--- config.mk ---
export PLATFORM = sky130hd
export DESIGN_NAME = hdmi_packet_scheduler
export DESIGN_NICKNAME = d
export VERILOG_FILES = /design/src/rtl/hdmi_packet_pkg.sv /design/src/rtl/packet_priority_pick.sv /design/src/rtl/hdmi_packet_scheduler.sv
export SDC_FILE = /design/constraint.sdc
export NUM_CORES = 1
export LEC_CHECK = 0
export ABC_AREA = 0
export CAP_MARGIN = 20
export CORE_AREA = 2 2 39 41
export DETAILED_ROUTE_END_ITERATION = 7
export DIE_AREA = 0 0 41 43
export DONT_BUFFER_PORTS = 1
export HOLD_SLACK_MARGIN = 0.06
export MAX_ROUTING_LAYER = met4
export PLACE_DENSITY = 0.49
export SYNTH_ARGS = -nofsm -noshare
export SYNTH_HDL_FRONTEND = slang
export SYNTH_SLANG_ARGS = --single-unit
--- constraint.sdc ---
create_clock -name clk_pixel -period 1 [get_ports clk_pixel]
set_input_delay 0.15 -clock clk_pixel [delete_from_list [all_inputs] [get_ports clk_pixel]]
set_output_delay 0.15 -clock clk_pixel [all_outputs]
set_load 0.1 [all_outputs]
--- src/rtl/hdmi_packet_pkg.sv ---
// Shared packet-type constants for the HDMI data-island scheduler.
package hdmi_packet_pkg;

  typedef logic [7:0] packet_type_t;

  localparam packet_type_t PKT_NULL         = 8'h00;
  localparam packet_type_t PKT_ACR          = 8'h01;
  localparam packet_type_t PKT_AUDIO_SAMPLE = 8'h02;
  localparam packet_type_t PKT_AVI          = 8'h82;
  localparam packet_type_t PKT_AUDIO_INFO   = 8'h84;

  localparam int unsigned STAT_W = 16;

  // Saturating increment for the per-frame statistics counters.
  function automatic logic [STAT_W-1:0] sat_inc(input logic [STAT_W-1:0] v, input logic en);
    if (en && (v != {STAT_W{1'b1}})) begin
      return v + STAT_W'(1);
    end
    return v;
  endfunction

endpackage

--- src/rtl/packet_priority_pick.sv ---
// Lowest-set-bit encoder: lower index means higher frame-packet priority.
module packet_priority_pick
  import hdmi_packet_pkg::*;
#(
  parameter int unsigned WIDTH = 2,
  parameter int unsigned IDX_W = 1
) (
  input  logic [WIDTH-1:0] mask,
  output logic             valid,
  output logic [IDX_W-1:0] index
);

  always_comb begin
    valid = |mask;
    index = '0;
    // Walk downward so the last hit, the lowest set bit, wins.
    for (int i = int'(WIDTH) - 1; i >= 0; i--) begin
      if (mask[i]) begin
        index = IDX_W'(i);
      end
    end
  end

endmodule

--- src/rtl/hdmi_packet_scheduler.sv ---
// Per-frame data-island packet scheduler (frame packets, audio, null).
// Optional per-frame statistics outputs enabled by HDMI_SCHED_STATS_EN.
module hdmi_packet_scheduler
  import hdmi_packet_pkg::*;
#(
  parameter int unsigned FRAME_PACKETS = 2,
  parameter logic [FRAME_PACKETS*8-1:0] FRAME_PACKET_TYPES = {PKT_AUDIO_INFO, PKT_ACR},
  parameter int unsigned REMAINING_WIDTH = 7,
  parameter int unsigned SAMPLES_PER_PACKET = 1,
  parameter int unsigned AUDIO_URGENT_LEVEL = 0
) (
  input  logic                       clk_pixel,
  input  logic                       reset,
  input  logic                       frame_start,
  input  logic                       packet_enable,
  input  logic [FRAME_PACKETS-1:0]   resend_req,
  input  logic [REMAINING_WIDTH-1:0] audio_remaining,
  output logic [7:0]                 packet_type,
  output logic                       audio_pop,
  output logic [2:0]                 sample_count,
  output logic [FRAME_PACKETS-1:0]   pending
`ifdef HDMI_SCHED_STATS_EN
  ,
  output logic [15:0]                null_count,
  output logic [15:0]                preempt_count
`endif
);

  localparam int unsigned IDX_W = (FRAME_PACKETS > 1) ? $clog2(FRAME_PACKETS) : 1;
  localparam int unsigned CMP_W = 32;

  packet_type_t              packet_type_q, packet_type_d;
  logic [2:0]                sample_count_q, sample_count_d;
  logic                      audio_pop_q, audio_pop_d;
  logic [FRAME_PACKETS-1:0]  pending_q, pending_d;

  logic [FRAME_PACKETS-1:0]  eff_mask_c;
  logic                      pick_valid_c;
  logic [IDX_W-1:0]          pick_index_c;
  packet_type_t              frame_type_c;
  logic                      urgent_c;
  logic                      has_audio_c;
  logic [2:0]                audio_samples_c;
  logic                      null_evt_c;
  logic                      preempt_evt_c;

  // Same-cycle set requests are visible to this cycle's selection.
  assign eff_mask_c  = pending_q | (frame_start ? {FRAME_PACKETS{1'b1}} : '0) | resend_req;
  assign has_audio_c = (audio_remaining != '0);
  assign urgent_c    = (AUDIO_URGENT_LEVEL != 0) &&
                       (CMP_W'(audio_remaining) >= CMP_W'(AUDIO_URGENT_LEVEL));

  packet_priority_pick #(
    .WIDTH (FRAME_PACKETS),
    .IDX_W (IDX_W)
  ) u_pick (
    .mask  (eff_mask_c),
    .valid (pick_valid_c),
    .index (pick_index_c)
  );

  // Type of the highest-priority owed frame packet.
  always_comb begin
    frame_type_c = PKT_NULL;
    for (int unsigned i = 0; i < FRAME_PACKETS; i++) begin
      if (pick_index_c == IDX_W'(i)) begin
        frame_type_c = FRAME_PACKET_TYPES[i*8 +: 8];
      end
    end
  end

  // Samples per audio packet: min(remaining, SAMPLES_PER_PACKET) at buffer-count width.
  always_comb begin
    if (audio_remaining >= REMAINING_WIDTH'(SAMPLES_PER_PACKET)) begin
      audio_samples_c = 3'(SAMPLES_PER_PACKET);
    end else begin
      audio_samples_c = 3'(audio_remaining);
    end
  end

  // Slot decision: urgent audio, then frame packets, then audio, then null.
  always_comb begin
    packet_type_d  = packet_type_q;
    sample_count_d = sample_count_q;
    audio_pop_d    = 1'b0;
    pending_d      = eff_mask_c;
    null_evt_c     = 1'b0;
    preempt_evt_c  = 1'b0;

    if (packet_enable) begin
      if (urgent_c) begin
        packet_type_d  = PKT_AUDIO_SAMPLE;
        sample_count_d = audio_samples_c;
        audio_pop_d    = 1'b1;
        preempt_evt_c  = pick_valid_c;
      end else if (pick_valid_c) begin
        packet_type_d  = frame_type_c;
        sample_count_d = 3'd0;
        // Clearing the selected bit overrides any same-cycle set of it.
        pending_d      = eff_mask_c & ~(FRAME_PACKETS'(1) << pick_index_c);
      end else if (has_audio_c) begin
        packet_type_d  = PKT_AUDIO_SAMPLE;
        sample_count_d = audio_samples_c;
        audio_pop_d    = 1'b1;
      end else begin
        packet_type_d  = PKT_NULL;
        sample_count_d = 3'd0;
        null_evt_c     = 1'b1;
      end
    end
  end

  always_ff @(posedge clk_pixel or posedge reset) begin
    if (reset) begin
      packet_type_q  <= PKT_NULL;
      sample_count_q <= 3'd0;
      audio_pop_q    <= 1'b0;
      pending_q      <= {FRAME_PACKETS{1'b1}};
    end else begin
      packet_type_q  <= packet_type_d;
      sample_count_q <= sample_count_d;
      audio_pop_q    <= audio_pop_d;
      pending_q      <= pending_d;
    end
  end

  assign packet_type  = packet_type_q;
  assign sample_count = sample_count_q;
  assign audio_pop    = audio_pop_q;
  assign pending      = pending_q;

`ifdef HDMI_SCHED_STATS_EN
  logic [STAT_W-1:0] null_run_q, null_run_d;
  logic [STAT_W-1:0] pre_run_q, pre_run_d;
  logic [STAT_W-1:0] null_out_q, null_out_d;
  logic [STAT_W-1:0] pre_out_q, pre_out_d;

  // A slot event coinciding with frame_start is attributed to the new frame.
  always_comb begin
    null_out_d = null_out_q;
    pre_out_d  = pre_out_q;
    null_run_d = sat_inc(null_run_q, null_evt_c);
    pre_run_d  = sat_inc(pre_run_q, preempt_evt_c);
    if (frame_start) begin
      null_out_d = null_run_q;
      pre_out_d  = pre_run_q;
      null_run_d = STAT_W'(null_evt_c);
      pre_run_d  = STAT_W'(preempt_evt_c);
    end
  end

  always_ff @(posedge clk_pixel or posedge reset) begin
    if (reset) begin
      null_run_q <= '0;
      pre_run_q  <= '0;
      null_out_q <= '0;
      pre_out_q  <= '0;
    end else begin
      null_run_q <= null_run_d;
      pre_run_q  <= pre_run_d;
      null_out_q <= null_out_d;
      pre_out_q  <= pre_out_d;
    end
  end

  assign null_count    = null_out_q;
  assign preempt_count = pre_out_q;
`endif

endmodule
==> metrics.cfg <==
[global_route]
grt_pass1_wl_mm = 1.20
grt_pass1_vias = 297
top_usage_layer = met2
gr-total-overflow = 0
grt_max_degree = 10
met1_usage_pct = 11.4
antenna_found_initial = 0
grtUsageMet3_pct = 3.14
globalRouteMet2Util_pct = 17.2
track_usage_pct = 11.2

[detailed_routing]
firstDrtPassIters = 4
drc = 0
ant_nets = 0
wl_per_cell_um = 11.2
drt-vias-per-instance = 4.31
vias = 323
totalWireLength_um = 839
drtIter0Drc = 4

[die]
io_pins = 27
die-area_sq_um = 1760
die_w_um = 41
num_rows = 14
design.core.area_sq_um = 1380
die_h_um = 43
start_util_pct = 29.7

[power_and_ir_drop]
peakVddDrop_mv = 0.701
leakagePower_nw = 0.323
powerDensity_nw_per_um2 = 1300
total_power_w = 0.000953

[sta]
final.min_clock_period_ps = 1290
finalSetupViolCount = 13
drv_slew = 0
setup_slack_ps = -294
period_share_pct = 129
hold_viol_final = 0
holdWs_ps = 77.7
finClkSkew_ps = 2.40
rsz0062_at_grt = true
fmax_mhz = 773

[clocking]
clock_sinks = 9
root_buffer = clkbuf_4
path_clk_slew_ps = 60
clk_latency_ps = 250
cts_buffers = 3
cts_buffer_depth = 2
cts_tree = yes
htreeDepth = 1

[synthesis]
seq_area_frac_synth_pct = 55.5
synth_area_leaders = dfrtp_1 43%, dfstp_2 13%, buf_4 9.1%
ys_ff_latch = 9
synth_top_area_share_pct = 42.7
netlist_instances = 37
syn_area_sq_um = 410
ys.warnings.count = 0
synth_area_leader_cell = dfrtp_1
avgSynthCellArea_sq_um = 11.1
yosysUniqueCellTypes = 14

[outcome]
status = finished, violations left
violations = setup timing

[cells_and_area]
drive_gt1_share_pct = 54.2
nets = 73
final_cell_mix = 9 x buf_12, 6 x dfrtp_2, 5 x inv_1, 5 x nor2_1, 5 x dlygate4sd3_1
areaGrowthSynthToFinish_pct = 78.4
final_core_util_pct = 52.9
final_common_cell = buf_12
fillers = 126
diodes = 0

[worst_hold_path]
hold_path_depth = 3
min_to = packet_type[2]
hold_start = resend_req[0]
hold_path.class = input port to register

[worst_setup_path]
start_kind = register
reg2reg_from = pending[0]
rr_worst_depth = 4
path_max_fanout = 2
critical_path_arrival_ps = 1140
r2r_setup_slack_ps = -210
crit_path_end_kind = output pin
crit_type = register to output pin
cp.required_ps = 850
timing.rr.end = sample_count[0]

[job]
maxCapViolCount = 0

[placed_design]
port_buffers = 0
gp_congestion = 0.669
hpwl_um = 608

-- kinds of logic after synthesis --
family	after synthesis	share of synthesized area (%)
AOI/OAI and AO/OA	5	9.76
buffers and inverters	10	13.7
DFF	9	55.5
other	1	0.914
and+or+nand+nor	12	20.1
-- power breakdown --
group | switching (W) | internal [W]
logic | 0.000202 | 0.0000852
registers | 0.0000109 | 0.000383
clock network | 0.000118 | 0.000153
total | 0.000331 | 0.000622
-- per-layer routing --
metal / vias to the layer above / wire (um)
met1: 152 / 322
met2: 15 / 457
met4: 0 / 0
li1: 156 / -
met5: - / 0
met3: 0 / 59
-- worst max-delay path, cell delays in order, from the launching register on --
cell	delay, ps
dfstp_4	620
buf_6	100
buf_12	160
-- Yosys cell counts (all sizes together) --
master  n
buf     5
conb    1
dfrtp   7
dfstp   2
inv     5
nor2    5
nor2b   2
nor3    2
nor4b   1
o211ai  1
o21ai   4
or3     1
or4     1
-- final cells by class --
cell class | count | area [sq um] | area share [%]
Clock buffer | 4 | 26.3 | 3.59
Inverter | 5 | 18.8 | 2.56
Multi-Input combinational cell | 21 | 138 | 18.8
Sequential cell | 9 | 246 | 33.7
Tap cell | 16 | 20.0 | 2.74
Timing Repair Buffer | 20 | 283 | 38.6
-- timing repair --
item / 4_1_cts / 5_1_grt
pin swaps: 1 / 0
gates resized for setup: 1 / 1
hold buffers: 5 / 0
hold endpoints to repair: 17 / 0
setup endpoints to repair: 15 / 17
setup buffers: 3 / 1
-- stage by stage --
stage / setup slack (ps) / cells / area, sq um / setup TNS [ps]
global placement: -99.7 / 62 / 618 / -399
finish: -294 / 75 / 732 / -1930
CTS: -292 / 74 / 721 / -1950
global route: -323 / 75 / 732 / -2560
floorplan: -180 / 40 / 440 / -868
detailed placement: -115 / 62 / 618 / -473
-- worst max path at each step --
stage	start	slack (ps)	depth (start not counted)	to
after floorplan	pending[0]	-180	3	sample_count[0]
after global placement	audio_remaining[3]	-100	3	packet_type[1]
after detailed placement	audio_remaining[3]	-120	3	sample_count[0]
after CTS	pending[0]	-290	2	pending[0]
after global routing	pending[0]	-320	2	pending[0]
final	pending[0]	-290	2	pending[0]
-- flip-flops by register name (all words and copies together) (netlist names) --
register	flops
pending	2
packet_type	3
audio_pop	1
sample_count	3
Note: power is estimated with default switching activity, not from simulation.
